<file path="config.mk">
export PLATFORM = sky130hd
export DESIGN_NAME = ysyx_22040759_axi_rd_bridge
export DESIGN_NICKNAME = d
export VERILOG_FILES = /design/src/rtl/ysyx_22040759_axi_rd_bridge_pkg.sv /design/src/rtl/ysyx_22040759_axi_rd_bridge.sv
export SDC_FILE = /design/constraint.sdc
export NUM_CORES = 1
export LEC_CHECK = 0
export ABC_AREA = 1
export CAP_MARGIN = 10
export CORE_MARGIN = 3
export CORE_UTILIZATION = 30
export CTS_BUF_LIST = sky130_fd_sc_hd__clkbuf_4 sky130_fd_sc_hd__clkbuf_8
export DETAILED_ROUTE_END_ITERATION = 12
export PLACE_DENSITY_LB_ADDON = 0.3
export REMOVE_ABC_BUFFERS = 1
export SLEW_MARGIN = 20
export SYNTH_ARGS = -nofsm -noshare
export SYNTH_HDL_FRONTEND = slang
export SYNTH_SLANG_ARGS = --single-unit
</file>
<file path="constraint.sdc">
create_clock -name clk -period 3.25 [get_ports clk]
set_input_delay 0.975 -clock clk [delete_from_list [all_inputs] [get_ports clk]]
set_output_delay 0.975 -clock clk [all_outputs]
set_load 0.005 [all_outputs]
</file>
<file path="src/rtl/ysyx_22040759_axi_rd_bridge_pkg.sv">
// Shared AXI constants and FSM encodings for the single-port read bridge.
// Also holds the helper that classifies an R beat as an error.
package ysyx_22040759_axi_rd_bridge_pkg;

    localparam logic [2:0] SIZE_8B    = 3'b011;
    localparam logic [1:0] BURST_INCR = 2'b01;
    localparam logic [1:0] RESP_OKAY  = 2'b00;
    localparam logic [7:0] LEN_SINGLE = 8'd0;

    localparam int ST_IDLE_BIT = 0;
    localparam int ST_AR_BIT   = 1;
    localparam int ST_R_BIT    = 2;
    localparam int ST_RESP_BIT = 3;

    typedef enum logic [3:0] {
        RD_IDLE = 4'b0001,
        RD_AR   = 4'b0010,
        RD_R    = 4'b0100,
        RD_RESP = 4'b1000
    } rd_state_e;

    // A single-beat read must end with r_last; anything else is a protocol error.
    function automatic logic rd_beat_err(input logic [1:0] resp, input logic last);
        return (resp != RESP_OKAY) || !last;
    endfunction

endpackage

</file>
<file path="src/rtl/ysyx_22040759_axi_rd_bridge.sv">
// Turns each request on the shared read port into one single-beat AXI4 read
// and returns the beat as a one-cycle pulse. One transaction in flight at most.
module ysyx_22040759_axi_rd_bridge
    import ysyx_22040759_axi_rd_bridge_pkg::*;
#(
    parameter int ADDR_W = 32,
    parameter int DATA_W = 64,
    parameter int ID_W   = 4,
    parameter int AXI_ID = 0
) (
    input  logic              clk,
    input  logic              rst_n,
    input  logic              rd_addr_valid,
    input  logic [63:0]       rd_addr,
    output logic              rd_data_valid,
    output logic [DATA_W-1:0] rd_data,
    output logic              rd_resp_err,
    output logic              ar_valid,
    input  logic              ar_ready,
    output logic [ADDR_W-1:0] ar_addr,
    output logic [ID_W-1:0]   ar_id,
    output logic [7:0]        ar_len,
    output logic [2:0]        ar_size,
    output logic [1:0]        ar_burst,
    input  logic              r_valid,
    output logic              r_ready,
    input  logic [DATA_W-1:0] r_data,
    input  logic [1:0]        r_resp,
    input  logic              r_last
);

    rd_state_e         state_r;
    rd_state_e         state_nxt_s;
    logic [ADDR_W-1:0] ar_addr_r;
    logic [DATA_W-1:0] rd_data_r;
    logic              err_r;
    logic              req_take_s;
    logic              beat_take_s;
    logic              unused_addr_s;

    assign req_take_s    = state_r[ST_IDLE_BIT] && rd_addr_valid;
    assign beat_take_s   = state_r[ST_R_BIT] && r_valid;
    assign unused_addr_s = ^{rd_addr[63:ADDR_W], rd_addr[2:0]};

    // State register.
    always_ff @(posedge clk or negedge rst_n) begin
        if (!rst_n) begin
            state_r <= RD_IDLE;
        end else begin
            state_r <= state_nxt_s;
        end
    end

    // Next-state logic; RESP always returns to IDLE so a held request is resampled there.
    always_comb begin
        state_nxt_s = RD_IDLE;
        case (state_r)
            RD_IDLE: begin
                if (rd_addr_valid) begin
                    state_nxt_s = RD_AR;
                end else begin
                    state_nxt_s = RD_IDLE;
                end
            end
            RD_AR: begin
                if (ar_ready) begin
                    state_nxt_s = RD_R;
                end else begin
                    state_nxt_s = RD_AR;
                end
            end
            RD_R: begin
                if (r_valid) begin
                    state_nxt_s = RD_RESP;
                end else begin
                    state_nxt_s = RD_R;
                end
            end
            RD_RESP: state_nxt_s = RD_IDLE;
            default: state_nxt_s = RD_IDLE;
        endcase
    end

    // Address latched on acceptance so later rd_addr changes cannot disturb AR.
    always_ff @(posedge clk or negedge rst_n) begin
        if (!rst_n) begin
            ar_addr_r <= '0;
        end else if (req_take_s) begin
            ar_addr_r <= {rd_addr[ADDR_W-1:3], 3'b000};
        end else begin
            ar_addr_r <= ar_addr_r;
        end
    end

    // Beat capture; rd_data keeps the last response until the next one.
    always_ff @(posedge clk or negedge rst_n) begin
        if (!rst_n) begin
            rd_data_r <= '0;
            err_r     <= 1'b0;
        end else if (beat_take_s) begin
            rd_data_r <= r_data;
            err_r     <= rd_beat_err(r_resp, r_last);
        end else begin
            rd_data_r <= rd_data_r;
            err_r     <= err_r;
        end
    end

    // Outputs come straight from one-hot state flops and data registers.
    always_comb begin
        ar_valid      = 1'b0;
        r_ready       = 1'b0;
        rd_data_valid = 1'b0;
        rd_resp_err   = 1'b0;
        ar_valid      = state_r[ST_AR_BIT];
        r_ready       = state_r[ST_R_BIT];
        rd_data_valid = state_r[ST_RESP_BIT];
        rd_resp_err   = state_r[ST_RESP_BIT] && err_r;
    end

    assign ar_addr  = ar_addr_r;
    assign rd_data  = rd_data_r;
    assign ar_id    = ID_W'(AXI_ID);
    assign ar_len   = LEN_SINGLE;
    assign ar_size  = SIZE_8B;
    assign ar_burst = BURST_INCR;

endmodule

</file>
==> results of run 1 <==
-- per-stage QoR --
stage          utilization (%)  power, W  hold slack (ns)  area [sq um]
6_report                  48.0   0.00478            0.476          6130
5_1_grt                   48.0   0.00517            0.502          6130
4_1_cts                   48.0   0.00487            0.480          6130
3_5_place_dp              46.8   0.00415            0.458          5980
3_3_place_gp              46.8   0.00409            0.454          5980
2_1_floorplan                -   0.00269            0.453          3730
-- how the worst min path moves through the flow --
stage | startpoint | to | slack, ns | depth (start not counted)
after floorplan | err_r | err_r | 0.45 | 2
after global placement | ar_addr[17] | ar_addr[17] | 0.45 | 2
final | ar_addr[16] | ar_addr[16] | 0.48 | 2
after CTS | ar_addr[16] | ar_addr[16] | 0.48 | 2
after detailed placement | ar_addr[16] | ar_addr[16] | 0.46 | 2
after global routing | ar_addr[17] | ar_addr[17] | 0.50 | 2
-- worst max-delay path, cell delays in order (launching register included) --
cell and delay (ns):
dfrtp_1 0.40, nand2_1 0.06, inv_1 0.05, clkdlybuf4s50_1 0.49
-- power breakdown --
part	internal, W	leakage [nW]	switching (W)	total, W
combinational	0.00124	1.70	0.000748	0.00199
clock	0.000290	0.0804	0.000392	0.000683
sequential	0.00176	1.23	0.000348	0.00211
-- cell usage after synthesis --
cell      count  area share, %
inv_2         1          0.094
inv_1         4           0.38
dfstp_2       1           0.66
nand3b_1      1           0.19
buf_4        22            4.2
nand3_1      32            4.0
nor3b_1       1           0.19
buf_2         9            1.1
clkbuf_1      3           0.28
conb_1        2           0.19
nand2_2       1           0.16
o21ai_0       3           0.38
nand2_1     256             24
dfrtp_1      97             61
nand4_1       1           0.16
buf_6         8            2.3
nor2_1        5           0.47
-- metal layers --
| layer | GRT usage (%) | vias to the layer above | wire [microns] |
|---|---|---|---|
| met3 | 6.06 | 13 | 1210 |
| met2 | 24.8 | 157 | 5260 |
| li1 | - | 1696 | - |
| met5 | 0 | - | 0 |
| met4 | 6.09 | 0 | 182 |
| met1 | 19.1 | 1599 | 4520 |
-- final cells by class --
type	count	area share (%)
inverters	5	0.306
repair buffers	202	33.2
clock inverters	1	0.0817
well taps	172	3.51
clock buffers	11	2.37
flip-flops and latches	98	40.0
multi-input cells	320	20.5
-- flip-flops by register name, indices dropped and copies added (netlist names) --
name and count:
rd_data 64, err_r 1, state_r 4, ar_addr 29
-- cell families (layout without fill, tap and decap cells) --
group           count (synthesis)  count (layout)
compound gates                  3               3
flops                          98              98
simple gates                  297             297
other cells                     2              20
buf+inv                        47             219
==> results.json, run 1 <==
{
  "first_pass_iters": 4,
  "synth_top_family_by_area": "simple AND/OR/NAND/NOR gates",
  "area_growth_pct": 54.2,
  "die_area_sq_mm": 0.0147,
  "post-place-ws_ns": 0.735,
  "period_minus_slack_ns": 2.34,
  "grt.overflow.total": 0,
  "clk_path_buf_depth": 2,
  "r2r_cells": 3,
  "min_period_over_period_pct": 72.0,
  "cp.arrival_ns": 1.37,
  "regToRegSetupSlack_ns": 1.19,
  "final_hold_viol_count": 0,
  "gp_congestion": 0.742,
  "clock-sinks": 98,
  "final_cell_mix": "256 x nand2_1, 196 x clkdlybuf4s50_1, 97 x dfrtp_1",
  "rsz0062_at_grt": "no",
  "crit_end": "rd_resp_err",
  "grt_pass1_vias": 3499,
  "postSynthAreaPerCell_sq_um": 8.89,
  "required_ns": 2.27,
  "rows": 41,
  "num_io_pins": 253,
  "path_class": "reg -> out",
  "dp.cells": 797,
  "n_antenna_cell": 0,
  "yosysWarnings": 0,
  "setup_tns_ns": 0,
  "crit_path_end_kind": "output port",
  "via_per_inst": 4.28,
  "grt_max_degree": 67,
  "fill_cells": 1209,
  "skew_ns": 0.00951,
  "stdcell_count": 809,
  "wirelength_microns": 11200,
  "p_per_area_mw_per_mm2": 780,
  "cts_buffers": 9,
  "slew_headroom_pct": 37.1,
  "synth_compound_area_share_pct": 0.378,
  "cts_resized": 0,
  "multi_input_area_sq_mm": 0.00126,
  "final_max_slew_viol_count": 0,
  "ys_ff_latch": 98,
  "gr-usage-all-layers_pct": 15.6,
  "cts_root_buf": "clkbuf_8",
  "grt_pass1_wl_microns": 17900,
  "muxShareOfSynthArea_pct": 0,
  "io_buffers": 197,
  "status": "finished, final reports clean",
  "mostFrequentLayoutCell": "nand2_1",
  "ant_nets": 0,
  "register_area_sq_mm": 0.00245,
  "nNetsFinal": 772,
  "core_area_sq_mm": 0.0128,
  "cts_tree": "yes",
  "critPathLaunch": "state_r[3]",
  "cp_max_fo": 4,
  "synth_simple_gate_area_share_pct": 29.4,
  "fmax_mhz": 427,
  "die_x_microns": 121,
  "syn_inst": 447,
  "ys_seq_area_share_pct": 61.7,
  "route.detailed.drc": 0,
  "leakagePower_nw": 3.01,
  "setup_viol": 0,
  "start_util_pct": 31.1,
  "ys_types": 17,
  "synth-xor-area-share_pct": 0,
  "hp-class": "reg -> reg",
  "cts_hold_buf": 0,
  "dr_total_vias": 3465,
  "dp_hpwl_microns": 7970,
  "vdd_drop_max_mv": 0.308,
  "clock_latency_ns": 0.37,
  "die_h_microns": 121,
  "startpoint_type": "flop",
  "syn-cell-area_sq_mm": 0.00397,
  "cts_max_level": 3,
  "tightest_slew_ns": 0.941,
  "cts_setup_buffers": 0,
  "antenna_found_initial": 0,
  "r2r-end": "ar_addr[19]",
  "clk_pin_slew_ns": 0.09,
  "drive_gt1_share_pct": 3.30,
  "worst_slack_ns": 0.909,
  "routedWlPerCell_microns": 13.8,
  "drt_iter0_drc": 187,
  "r2r-start": "state_r[0]",
  "drv_cap": 0,
  "synth_fa_ha_area_share_pct": 0
}
(Power assumes the default switching activity.)
==> run 2: changes to the inputs <==
Clock period 3.25 ns to 2.1 ns, I/O delays scaled along.
==> run 2 against run 1 <==
Power is 60% higher; register-to-register slack worse by 0.29 ns; critical path depth stayed put; combinational power is 60% higher; die area stayed put; critical endpoint unchanged.
==> results.json, run 2 (same netlist as run 1, synthesis figures left out) <==
{
  "nNetsFinal": 778,
  "cts_resized": 0,
  "setup_viol": 0,
  "gp_congestion": 0.742,
  "min_period_over_period_pct": 94.7,
  "drive_gt1_share_pct": 4.79,
  "gr-usage-met1_pct": 18.5,
  "wirelength_microns": 11100,
  "route.detailed.drc": 0,
  "path_class": "reg -> out",
  "grt_max_degree": 51,
  "via_per_inst": 4.30,
  "hp-class": "in -> async",
  "grt.overflow.total": 0,
  "rows": 41,
  "antenna_found_initial": 0,
  "vdd_drop_max_mv": 0.443,
  "mostFrequentLayoutCell": "nand2_1",
  "first_pass_iters": 4,
  "met2_usage_pct": 25.8,
  "core_area_sq_mm": 0.0128,
  "cp_max_fo": 3,
  "grt_pass1_vias": 3587,
  "p_per_area_mw_per_mm2": 1230,
  "n_antenna_cell": 0,
  "grt_pass1_wl_microns": 17800,
  "clock_latency_ns": 0.37,
  "die_h_microns": 121,
  "cts_setup_buffers": 0,
  "leakagePower_nw": 3.07,
  "gr-usage-all-layers_pct": 15.5,
  "area_growth_pct": 57.1,
  "cp.arrival_ns": 1.36,
  "start_util_pct": 31.1,
  "rsz0062_at_grt": "no",
  "setup_tns_ns": 0,
  "drv_cap": 0,
  "startpoint_type": "flop",
  "utilization_pct": 48.9,
  "period_minus_slack_ns": 1.99,
  "cts_max_level": 3,
  "final_max_slew_viol_count": 0,
  "routedWlPerCell_microns": 13.6,
  "clk_path_buf_depth": 2,
  "ant_nets": 0,
  "status": "finished, final reports clean",
  "io_buffers": 197,
  "largest_reg_flops": 64,
  "cts_tree": "yes",
  "met3_usage_pct": 4.99,
  "dp_hpwl_microns": 8130,
  "die_x_microns": 121,
  "final_cell_mix": "256 x nand2_1, 196 x clkdlybuf4s50_1, 97 x dfrtp_1",
  "die_area_sq_mm": 0.0147,
  "dr_total_vias": 3522,
  "clk_pin_slew_ns": 0.09,
  "final_hold_viol_count": 0,
  "num_io_pins": 253,
  "required_ns": 1.47,
  "cts_hold_buf": 0,
  "fmax_mhz": 503,
  "drt_iter0_drc": 149,
  "cts_root_buf": "clkbuf_8",
  "cts_buffers": 9,
  "crit_path_end_kind": "output port",
  "skew_ns": 0.00948,
  "grt_busiest_layer": "met2",
  "clock-sinks": 98
}
[run 2: cell types whose count changed in the layout (fill, tap and decap cells not counted), sizes merged]
cell	delta
buf	+6
clkbuf	+3
bufinv	+1
[run 2: where the power goes]
group	internal, W	switching, W
Clock	0.000655	0.000628
Combinational	0.00195	0.00124
Sequential	0.00273	0.000452
Total	0.00533	0.00232
[run 2: layout make-up]
cell class / count / area, sq um
Inverter: 5 / 18.8
Clock buffer: 14 / 174
Clock inverter: 2 / 35.0
Fill cell: 1196 / 6530
Multi-Input combinational cell: 320 / 1260
Sequential cell: 98 / 2450
Tap cell: 172 / 215
Timing Repair Buffer: 208 / 2090
[run 2: critical path, stage by stage, from the launching register on]
cell and delay [ns]:
dfrtp_1 0.39, nand2_1 0.06, inv_1 0.05, clkdlybuf4s50_1 0.48
[run 2: stage by stage]
step	setup slack (ns)	power, W	area [sq um]	hold WS (ns)	instances
after detailed placement	0.298	0.00645	6030	0.458	802
after CTS	0.0387	0.00779	6240	0.147	818
after global routing	0.0281	0.00823	6240	0.171	819
after floorplan	0.0500	0.00417	3730	0.334	423
final	0.111	0.00765	6240	0.168	819
after global placement	0.338	0.00636	6030	0.453	802
[run 2: path summary, 6_finish.rpt]
check | startpoint | to | slack (ns) | depth (start not counted)
max | state_r[3] | rd_resp_err | 0.11 | 3
min | rst_n | ar_addr[14] | 0.17 | 1
max reg2reg | state_r[0] | ar_addr[25] | 0.90 | 3
min reg2reg | ar_addr[19] | ar_addr[19] | 0.47 | 2
max in group asynchronous | rst_n | rd_data[2] | 1.28 | 2
min in group clk | ar_addr[19] | ar_addr[19] | 0.47 | 2
[run 2: layer usage]
metal | share of wire, % | routed length, microns | vias up
met5 | 0 | 0 | -
met4 | 1.7 | 189 | 0
met3 | 8.9 | 993 | 12
met2 | 47 | 5250 | 148
met1 | 42 | 4690 | 1645
li1 | - | - | 1717
